[src/rtl/shift_pkg.sv]
// Shared shift op-codes and sequencer state encoding, also used by the instruction controller.
package shift_pkg;

  localparam int unsigned SHIFT_W = 16;

  typedef enum logic [1:0] {
    OP_NONE   = 2'b00,
    OP_LEFT   = 2'b01,
    OP_RIGHT  = 2'b10,
    OP_SIGNED = 2'b11
  } shift_op_t;

  typedef enum logic [1:0] {
    ST_IDLE = 2'b00,
    ST_RUN  = 2'b01,
    ST_DONE = 2'b10
  } seq_state_t;

endpackage

[src/rtl/shifter.sv]
// Single-step 16-bit shifter: one-bit left, logical right or arithmetic right per op.
module shifter
  import shift_pkg::*;
(
  input  logic [SHIFT_W-1:0] in,
  input  logic [1:0]         shift,
  output logic [SHIFT_W-1:0] sout
);

  always_comb begin
    sout = in;
    case (shift_op_t'(shift))
      OP_LEFT:   sout = {in[SHIFT_W-2:0], 1'b0};
      OP_RIGHT:  sout = {1'b0, in[SHIFT_W-1:1]};
      OP_SIGNED: sout = {in[SHIFT_W-1], in[SHIFT_W-1:1]};
      default:   sout = in;
    endcase
  end

endmodule

[src/rtl/shift_sequencer.sv]
// Multi-bit shift controller iterating the single-step shifter once per clock.
// Optional SHIFT_SEQ_EARLY_EXIT_EN: leave RUN as soon as the shifter reaches a fixpoint.
module shift_sequencer
  import shift_pkg::*;
#(
  parameter int unsigned DATA_W = 16,
  parameter int unsigned AMT_W  = 4
) (
  input  logic              clk,
  input  logic              rst_n,
  input  logic              in_valid,
  output logic              in_ready,
  input  logic [DATA_W-1:0] in_data,
  input  logic [1:0]        in_op,
  input  logic [AMT_W-1:0]  in_amt,
  output logic              out_valid,
  input  logic              out_ready,
  output logic [DATA_W-1:0] out_data,
  output logic              busy
);

  seq_state_t        state_q, state_d;
  logic [DATA_W-1:0] data_q, data_d;
  shift_op_t         op_q, op_d;
  logic [AMT_W-1:0]  cnt_q, cnt_d;
  logic [DATA_W-1:0] sout;
  logic              fixpoint;

  shifter u_shifter (
    .in    (data_q),
    .shift (op_q),
    .sout  (sout)
  );

`ifdef SHIFT_SEQ_EARLY_EXIT_EN
  assign fixpoint = (sout == data_q);
`else
  assign fixpoint = 1'b0;
`endif

  always_ff @(posedge clk or negedge rst_n) begin
    if (!rst_n) begin
      state_q   <= ST_IDLE;
      data_q    <= '0;
      op_q      <= OP_NONE;
      cnt_q     <= '0;
      in_ready  <= 1'b1;
      out_valid <= 1'b0;
      busy      <= 1'b0;
    end else begin
      state_q   <= state_d;
      data_q    <= data_d;
      op_q      <= op_d;
      cnt_q     <= cnt_d;
      in_ready  <= (state_d == ST_IDLE);
      out_valid <= (state_d == ST_DONE);
      busy      <= (state_d != ST_IDLE);
    end
  end

  // Next-state and working-register update
  always_comb begin
    state_d = state_q;
    data_d  = data_q;
    op_d    = op_q;
    cnt_d   = cnt_q;
    case (state_q)
      ST_IDLE: begin
        if (in_valid) begin
          data_d = in_data;
          op_d   = shift_op_t'(in_op);
          cnt_d  = in_amt;
          if (in_amt == AMT_W'(0) || shift_op_t'(in_op) == OP_NONE) state_d = ST_DONE;
          else                                                       state_d = ST_RUN;
        end
      end
      ST_RUN: begin
        if (fixpoint) begin
          state_d = ST_DONE;
        end else begin
          data_d = sout;
          cnt_d  = cnt_q - AMT_W'(1);
          if (cnt_q == AMT_W'(1)) state_d = ST_DONE;
        end
      end
      ST_DONE: begin
        if (out_ready) state_d = ST_IDLE;
      end
      default: state_d = ST_IDLE;
    endcase
  end

  assign out_data = data_q;

endmodule

[config.mk]
export PLATFORM = sky130hd
export DESIGN_NAME = shift_sequencer
export DESIGN_NICKNAME = d
export VERILOG_FILES = /design/src/rtl/shift_pkg.sv /design/src/rtl/shifter.sv /design/src/rtl/shift_sequencer.sv
export SDC_FILE = /design/constraint.sdc
export NUM_CORES = 1
export LEC_CHECK = 0
export ABC_AREA = 1
export CORE_UTILIZATION = 41
export DETAILED_ROUTE_END_ITERATION = 7
export DONT_BUFFER_PORTS = 1
export PLACE_DENSITY = 0.64
export SYNTH_ARGS = -nofsm -noshare
export SYNTH_HDL_FRONTEND = slang
export SYNTH_SLANG_ARGS = --single-unit
[constraint.sdc]
create_clock -name clk -period 1.5 [get_ports clk]
set_clock_uncertainty 0.2 [all_clocks]
set_input_delay 0.225 -clock clk [delete_from_list [all_inputs] [get_ports clk]]
set_output_delay 0.225 -clock clk [all_outputs]
set_load 0.01 [all_outputs]
# After elaboration in Yosys (flattened, before gate mapping)
# Index checks and enable logic that the tools add are counted.
# op_classes
n_reduce_logical	11
muxes	10
eq_ne	11
addsub	1
# op_table
cell	n
$pmux W16 S3	1
$pmux W16 S2	1
$mux W16	1
$eq A2 B2 Y1 const B	4
$mux W2	4
$pmux W4 S2	1
$logic_not A2 Y1	3
$pmux W2 S3	1
$eq A2 B1 Y1 const B	2
$eq A4 B1 Y1 const B	1
$logic_not A4 Y1	1
$mux W4	1
$ne A2 B2 Y1 const B	2
$ne A4 B1 Y1 const B	1
$reduce_and A2 Y1	2
$reduce_and A4 Y1	1
$reduce_bool A2 Y1	2
$sub A4 B1 Y4 const B	1
$ne A3 B1 Y1 const B	1
$reduce_and A3 Y1	1
$logic_or A1 B1 Y1	1
# totals
input_bits	26
elab_cells	41
out_inout_bits	19
reg_bits	27

# Longest topological paths before layout
# Gate-level depths: netlist (run 1).
# depth
depth_word	6
mapped_depth	8
mapped_depth_nobuf	7

# By module
# From an unflattened synthesis (run 1), not the netlist that was laid out.
# hier_totals
hier_cells	261
area_unflattened_um2	1761.7
# by_module_without_submodules
module	area_per_inst_um2	instances	seq_area_each_um2	cells_each
shift_sequencer	1398.8	1	676.9	190
shifter	362.8	1	0.0	71

# Worst setup path before layout (run 1)
# OpenSTA, ideal clock, no wires.
# synth_path
kind	register -> register
start	register state_q[0]
end	register data_q[10] (netlist: out_data[10])
setup_time_ps	116
path_stages_with_launch	9
t_required_ps	1184
path_buffers	1
slack_ps	79
arrival_ps	1104
synth_period_minus_slack_ps	1421
cell_sequence	dfrtp_1 inv_2 nor2_8 nand3_4 nand2_4 inv_4 buf_6 nand2_1 nand2_1
# synth_between
elab_chain_len	3
elab_cells_between_ends	7
classes_between	eq/ne (3); mux (1); reduce/logical (3)
# synth_rtl
element	line	rtl
start: declaration	shift_sequencer.sv:22	seq_state_t state_q, state_d;
start signal: assignment	shift_sequencer.sv:51	state_q <= state_d;
$eq A2 B1 Y1 or $logic_not A2 Y1 (tied branches)	shift_sequencer.sv:67	case (state_q)
$ne A4 B1 Y1 (no source line) (tied with other cells)	--	
$reduce_and A3 Y1 (no source line)	--	
end signal: assignment	shift_sequencer.sv:52	data_q <= data_d;
end: declaration	shift_sequencer.sv:23	logic [DATA_W-1:0] data_q, data_d;
# Parallel ways exist; a longest one is shown, timed or not.
# A chain may end at the register's enable or synchronous reset.

# Final worst setup path (run 1)
# layout_path
start	register state_q[1]
end	register data_q[8] (netlist: out_data[8])
# Same word-level chain as after synthesis.

==> summary.md, run 1 <==
| Metric | Value |
|---|---|
| Most frequent cells in the layout | nand2_1 (134), dfrtp_1 (24), inv_1 (23) |
| Sequential cell area fraction in the yosys report | 40.9% |
| Switching power | 2.08 mW |
| Syn nets | 279 |
| Worst-Skew Late Latency | 0.27 ns |
| Post-route ant nets | 0 |
| 1st-pass router iterations | 4 |
| CP cell instances | inv_4 > nand2_2 > nand2_4 > nand2_4 > buf_12 > nand2_1 > nand2_1 |
| Commonest non-fill, non-tap cell in the layout | nand2_1 |
| Largest net degree at the start of global routing | 28 |
| Slew margin rel. | 84.4% |
| Net Sw Frac | 48.5% |
| Synthesized flop and latch total | 27 |
| TritonCTS clock tree | yes |
| Fin Setup TNS | 0 ns |
| First-pass GRT wire length | 6310 µm |
| Pleak | 1.14 nW |
| # setup viols final | 0 |
| Setup crit end kind | register |
| Mapped Cells | 251 |
| Crit path DAT | 1.37 ns |
| Die Wd | 65.6 µm |
| Crit Path Category | reg2reg |
| Initial Util | 43.9% |
| Worst R2R End | out_data[8]$_DFFE_PN0P_ |
| Clk pwr share | 10.0% |
| Register clock-pin slew on the reported worst setup and hold paths | 0.10 ns |
| DRC | 0 |
| Count of final max-slew check failures | 0 |
| RSZ-0062 raised after global routing | no |
| Hold EP | cnt_q[3]$_DFFE_PN0P_ |
| Fmax | 721 MHz |
| PortBufs | 0 |
| Layout cell share with drive strength beyond 1 | 9.35% |
| WP buf/inv | 2 |
| Final Instance Area | 2050 µm² |
| Gr ovfl total | 0 |
| Mapped Avg Cell Area | 6.60 µm² |
| Synth Cell Area | 1660 µm² |
| Metal2 WL | 1700 µm |
| Final setup margin | 0.113 ns |
| Hold slack | 0.0101 ns |
| DRT Wirelength | 3680 µm |
| Worst-case clock buffer depth | 2 |
| Fin. Hold Viols | 0 |
| Top sig layer | met4 |
| Core Area | 3770 µm² |
| Ys Warns | 0 |
| N_diodes | 0 |
| TritonCTS Sinks | 27 |
| RR Startpoint | state_q[1]$_DFF_PN0_ |
| Via density | 4.66 |
| Min-delay src | in_amt[3] |
| Worst Hold Class | in2reg |
| Via Count | 1518 |
| Final worst-path cycle share | 92.4% |
| Initial DRC Count | 96 |
| CP top delay family | flip-flops |
| IO Count | 45 |
| Num CTS Buffers | 3 |
| Largest stage delay, worst path | 0.48 ns |
| CP Depth | 7 |
| Hold path depth | 4 |
| Routability cong. | 0.814 |
| Final Util | 54.2% |
| Height of the die | 65.6 µm |
| Part of the power in combinational logic | 53.5% |
| Worst Setup Start Kind | register |
| Pwr dens | 2090 nW/µm² |
| Cell row count | 22 |
| Root Buffer | clkbuf_8 |
| VDD IR max | 0.00161 V |
| Crit path max fanout | 8 |
| Filler cell count | 364 |
| Met3 Routed Length | 221 µm |
| CTS HTree Levels | 1 |
| Placed instance area | 1760 µm² |
| Layout area overhead | 23.5% |
| Req. time, crit path | 1.48 ns |
| WL/cell | 11.3 µm |
| Final HPWL from detailed placement | 2660 µm |
| Max-cap violation count | 0 |
| Unique masters post-synth | 21 |
| Reg2Reg Setup Slack | 0.11 ns |
| Run status | finished clean |
| Vias in the first global route | 1448 |
| Worst reg-to-reg path cell count | 7 |
| Worst-margin pin slew | 0.233 ns |
| Final Critical Period | 1.39 ns |
| Internal power | 2.20 mW |
| Flop pwr share | 36.5% |
| Tot GR Track Use | 18.8% |
| # Post-CTS Setup Buffers | 0 |
| Initial antenna violation count | 0 |
| Die area | 4300 µm² |
| Critical-path top delay cell | dfrtp_2 |
| Placement Setup Slack | 0.0632 ns |
| WL met1 | 1740 µm |
| Layout Nets | 307 |
-- area by class of cell --
type | instances | area, µm² | share of cell area (%)
sequential | 27 | 679 | 33.2
clock buffer | 3 | 41.3 | 2.02
inverter | 26 | 105 | 5.14
clock inverter | 1 | 5.00 | 0.245
tap | 48 | 60.1 | 2.94
timing repair buffer | 31 | 323 | 15.8
multi-input combinational | 190 | 832 | 40.7
-- power groups by stage --
stage | Combinational, mW | Clock, mW | Sequential (mW)
6_report | 2.29 | 0.427 | 1.56
5_1_grt | 2.64 | 0.476 | 1.62
4_1_cts | 2.30 | 0.445 | 1.56
3_5_place_dp | 2.22 | 0 | 1.57
3_3_place_gp | 2.20 | 0 | 1.56
2_1_floorplan | 1.72 | 0 | 1.48
-- cell usage after synthesis --
cell      number  area (µm²)
dfrtp_1       26         651
nand3_4        1        17.5
nand2_1      134         503
xor2_1         1        8.76
inv_1         23        86.3
nand2_4        2        22.5
o21ai_0        7        35.0
buf_4          1        7.51
buf_6          2        22.5
nor2_8         1        20.0
inv_4          1        6.26
nand2_2        2        12.5
nand3b_1       1        7.51
a21oi_1        3        15.0
nor2_1        16        60.1
inv_2          2        7.51
clkbuf_1       2        7.51
buf_2          3        15.0
ha_1           2        25.0
dfstp_2        1        26.3
nand3_1       20         100
-- cell families (layout without fill, tap and decap cells) --
| logic type | after synthesis | count (layout) | synth area share, % |
|---|---|---|---|
| compound gates | 10 | 10 | 3.02 |
| xor+xnor | 1 | 1 | 0.529 |
| fa+ha+maj | 2 | 2 | 1.51 |
| buf+inv | 34 | 61 | 9.21 |
| flops | 27 | 27 | 40.9 |
| simple gates | 177 | 177 | 44.9 |
-- per-layer routing --
metal	vias up	global-route usage (%)
li1	812	-
met1	666	23.8
met2	38	31.4
met3	2	5.90
met4	0	3.80
met5	-	0
-- what timing repair did --
| action | CTS | global route |
|---|---|---|
| resized for setup | 0 | 5 |
| endpoints found under the setup margin | 0 | 18 |
| hold buffers | 22 | 0 |
| endpoints found under the hold margin | 47 | 0 |
-- registers in the layout (all words and copies together), names as in the netlist --
register,count
busy,1
cnt_q,4
op_q,2
in_ready,1
out_valid,1
state_q,2
out_data,16
-- worst register-to-register path, delay by kind of cell (launching register included) --
kind                   cells  cell delay [ns]
and+or+nand+nor            5             0.37
DFF                        1             0.48
buffers and inverters      2             0.25
-- worst max path at each step --
| stage | from | endpoint |
|---|---|---|
| 6_report | state_q[1]$_DFF_PN0_ | out_data[8]$_DFFE_PN0P_ |
| 5_1_grt | state_q[1]$_DFF_PN0_ | out_data[1]$_DFFE_PN0P_ |
| 4_1_cts | state_q[1]$_DFF_PN0_ | out_data[13]$_DFFE_PN0P_ |
| 3_5_place_dp | state_q[1]$_DFF_PN0_ | out_data[4]$_DFFE_PN0P_ |
| 3_3_place_gp | state_q[1]$_DFF_PN0_ | out_data[0]$_DFFE_PN0P_ |
| 2_1_floorplan | state_q[0]$_DFF_PN0_ | out_data[10]$_DFFE_PN0P_ |
-- per-stage QoR --
step	total power [mW]	std cells
floorplan	3.20	251
detailed placement	3.79	300
global placement	3.76	300
CTS	4.31	326
global route	4.74	326
finish	4.28	326
(Power assumes the default switching activity.)
==> inputs of run 2 (changes only) <==
--- a/config.mk
+++ b/config.mk
@@ -5,7 +5,7 @@
 export SDC_FILE = /design/constraint.sdc
 export NUM_CORES = 1
 export LEC_CHECK = 0
-export ABC_AREA = 1
+export ABC_AREA = 0
 export CORE_UTILIZATION = 41
 export DETAILED_ROUTE_END_ITERATION = 7
 export DONT_BUFFER_PORTS = 1
==> run 2 against run 1 <==
Compared with the run above: the flow now finishes with violations (negative setup slack); wire length fell by 1.4%; global-route usage rose by 1.9 points; flip-flop and latch count did not move; total power fell by 8.5%; core utilization rose by 6.7 points; clock power fell by 25%; via count fell by 17%.
==> summary.md, run 2 <==
| Metric | Value |
|---|---|
| First-pass GRT wire length | 5710 µm (-9.5%) |
| TritonCTS clock tree | yes |
| Via Count | 1264 (-17%) |
| Synth area leaders | dfrtp_1 (46%), a221o_1 (9.9%), a22o_1 (8.0%) |
| Fin Setup TNS | -1.01 ns (-1.01 ns) |
| Layout cell share with drive strength beyond 1 | 24.4% (+15 points) |
| Pleak | 0.853 nW (-25%) |
| Gr ovfl total | 0 (unchanged) |
| Die area | 3690 µm² (-14%) |
| Net Sw Frac | 41.1% (-7.4 points) |
| Final Critical Period | 1.58 ns (+0.191 ns) |
| Num CTS Buffers | 3 (unchanged) |
| RR Startpoint | state_q[0]$_DFF_PN0_ |
| Filler cell count | 268 (-26%) |
| Layout area overhead | 35.7% |
| Fmax | 634 MHz (-12%) |
| TritonCTS Sinks | 27 (unchanged) |
| Tot GR Track Use | 20.7% (+1.9 points) |
| CTS HTree Levels | 1 (unchanged) |
| Hold slack | 0.0230 ns (+0.0129 ns) |
| Sequential cell area fraction in the yosys report | 47.8% (+6.9 points) |
| Final worst-path cycle share | 105% (+13 points) |
| Worst setup path end | out_data[6]$_DFFE_PN0P_ |
| PortBufs | 0 (unchanged) |
| Final Util | 61.0% (+6.7 points) |
| Worst Hold Class | in2reg |
| Final setup margin | -0.0778 ns (-0.191 ns) |
| Pwr dens | 2040 nW/µm² (-2.6%) |
| Commonest cells post-synth | dfrtp_1 (26), a221o_1 (14), a22o_1 (13), inv_1 (8) |
| Max FFs per register | 16 (unchanged) |
| WL/cell | 17.4 µm (+55%) |
| Worst R2R End | out_data[6]$_DFFE_PN0P_ |
| Initial Util | 44.9% (+0.99 points) |
| Worst-case clock buffer depth | 2 (unchanged) |
| Cell row count | 20 (-9.1%) |
| Die Wd | 60.8 µm (-7.3%) |
| DRC | 0 (unchanged) |
| Synth Cell Area | 1420 µm² (-15%) |
| Flop pwr share | 40.4% (+3.9 points) |
| DRT Wirelength | 3630 µm (-1.4%) |
| Cells after DPL | 176 (-41%) |
| Root Buffer | clkbuf_4 |
| Multi-input logic area | 681 µm² (-18%) |
| Worst reg-to-reg path cell count | 5 (-2) |
| Initial DRC Count | 131 (+36%) |
| Final Instance Count excl. Fillers | 208 (-36%) |
| Part of the power in combinational logic | 51.5% (-2.0 points) |
| RSZ-0062 raised after global routing | yes |
| Crit path max fanout | 14 (+6) |
| Largest net degree at the start of global routing | 28 (unchanged) |
| Slew margin rel. | 74.3% (-10 points) |
| EDFF count, synth | 0 (unchanged) |
| Fin. Hold Viols | 0 (unchanged) |
| Vias in the first global route | 1237 (-15%) |
| Initial antenna violation count | 0 (unchanged) |
| Top-count cell post-synth | dfrtp_1 |
| Mapped Cells | 123 (-51%) |
| N_diodes | 0 (unchanged) |
| Crit Path Category | reg2reg |
| Req. time, crit path | 1.54 ns (+0.06 ns) |
| Syn nets | 151 (-46%) |
| FF+latch area | 679 µm² (unchanged) |
| Count of final max-slew check failures | 0 (unchanged) |
| Switching power | 1.61 mW (-22%) |
| Worst-margin pin slew | 0.382 ns (+0.149 ns) |
| Worst Setup Start Kind | register |
| Via density | 6.08 (+31%) |
| Max-cap violation count | 0 (unchanged) |
| Main synth FF type | dfrtp_1 |
| Hold path depth | 2 (-2) |
| Yosys top cell area share | 45.9% (+6.7 points) |
| Ys Warns | 0 (unchanged) |
| 1st-pass router iterations | 4 (unchanged) |
| Register clock-pin slew on the reported worst setup and hold paths | 0.15 ns (+0.05 ns) |
| # setup viols final | 19 (+19) |
| Height of the die | 60.8 µm (-7.3%) |
| Crit path DAT | 1.61 ns (+0.24 ns) |
| Mapped Avg Cell Area | 11.5 µm² (+74%) |
| Final HPWL from detailed placement | 2410 µm (-9.3%) |
| Setup crit start | state_q[0]$_DFF_PN0_ |
| Worst-Skew Late Latency | 0.33 ns (+0.06 ns) |
| Reg2Reg Setup Slack | -0.08 ns (-0.19 ns) |
| Core Area | 3150 µm² (-16%) |
| Synthesized flop and latch total | 27 (unchanged) |
| Run status | finished, violations left |
| Routability cong. | 0.863 (+6.0%) |
| Most frequent cells in the layout | dfrtp_1 (24), dlygate4sd3_1 (24), a221o_1 (14) |
| Setup crit end kind | register |
| Unique masters post-synth | 34 (+62%) |
| Violations in the final reports | negative setup slack |
| Total power | 3.92 mW (-8.5%) |
| Async SR Flop Fraction | 100% (unchanged) |
| Clk pwr share | 8.2% (-1.8 points) |
| Yosys top cell by area | dfrtp_1 |
| Post-route ant nets | 0 (unchanged) |
| VDD IR max | 0.000963 V (-40%) |
| Internal power | 2.31 mW (+4.6%) |
| IO Count | 45 (unchanged) |
| Layout Nets | 193 (-37%) |
[run 2: changes by cell type after synthesis, moves of 4 or more]
cell | previous run | this run
o22ai_1 | 0 | 5
nor2_1 | 16 | 2
o21ai_0 | 7 | 3
nand3_1 | 20 | 0
nand2b_1 | 0 | 4
a221o_1 | 0 | 14
a22o_1 | 0 | 13
inv_1 | 23 | 8
nand2_1 | 134 | 6
[run 2: cell families after synthesis]
| family | share of synthesized area [%] |
|---|---|
| AOI/OAI and AO/OA | 30.6 |
| muxes | 2.21 |
| buffers and inverters | 6.54 |
| adders and majority gates | 1.77 |
| DFF | 47.8 |
| and+or+nand+nor | 11.1 |
[run 2: what timing repair did]
action / 4_1_cts / 5_1_grt
pin swaps: 3 / 3
gates cloned: 0 / 0
hold buffers: 25 / 0
endpoints found under the setup margin: 23 / 22
gates resized for setup: 9 / 5
buffers inserted: 3 / 0
hold endpoints to repair: 50 / 0
[run 2: area by class of cell]
| type | count | share of cell area [%] |
|---|---|---|
| Timing Repair Buffer | 44 | 23.0 |
| Sequential cell | 27 | 35.4 |
| Clock inverter | 1 | 0.260 |
| Inverter | 9 | 1.89 |
| Multi-Input combinational cell | 80 | 35.4 |
| Tap cell | 44 | 2.86 |
| Clock buffer | 3 | 1.17 |
[run 2: how the worst min path moves through the flow]
stage | from | endpoint | slack [ns]
3_5_place_dp | rst_n | out_valid$_DFF_PN0_ | -0.27
6_report | in_op[0] | state_q[0]$_DFF_PN0_ | 0.02
5_1_grt | in_valid | state_q[0]$_DFF_PN0_ | 0.05
4_1_cts | in_op[0] | state_q[0]$_DFF_PN0_ | 0.01
3_3_place_gp | rst_n | op_q[0]$_DFFE_PN0P_ | -0.27
2_1_floorplan | rst_n | busy$_DFF_PN0_ | -0.27
[run 2: routing by layer]
layer	vias to the layer above	global-route usage [%]	wire length, µm
met5	-	0	0
met4	0	4.87	38
met3	5	5.12	269
met2	55	32.2	1640
met1	640	29.2	1680
li1	564	-	-
[run 2: stage by stage]
step	setup WS, ns	area, µm²
floorplan	-0.124	1420
global placement	-0.104	1560
detailed placement	-0.170	1560
CTS	-0.0683	1900
global route	-0.140	1920
finish	-0.0778	1920
[run 2: power by group through the flow]
stage | sequential (mW) | combinational [mW] | clock (mW)
final | 1.58 | 2.02 | 0.319
after floorplan | 1.47 | 1.26 | 0
after global placement | 1.56 | 1.68 | 0
after global routing | 1.64 | 2.19 | 0.356
after detailed placement | 1.57 | 1.75 | 0
after CTS | 1.56 | 1.96 | 0.326
[run 2: worst max-delay path, stage by stage (launching register included)]
cell and delay, ns:
dfrtp_2 0.48, buf_6 0.13, nor3b_4 0.04, buf_12 0.14
a22o_1 0.23, a221o_1 0.26
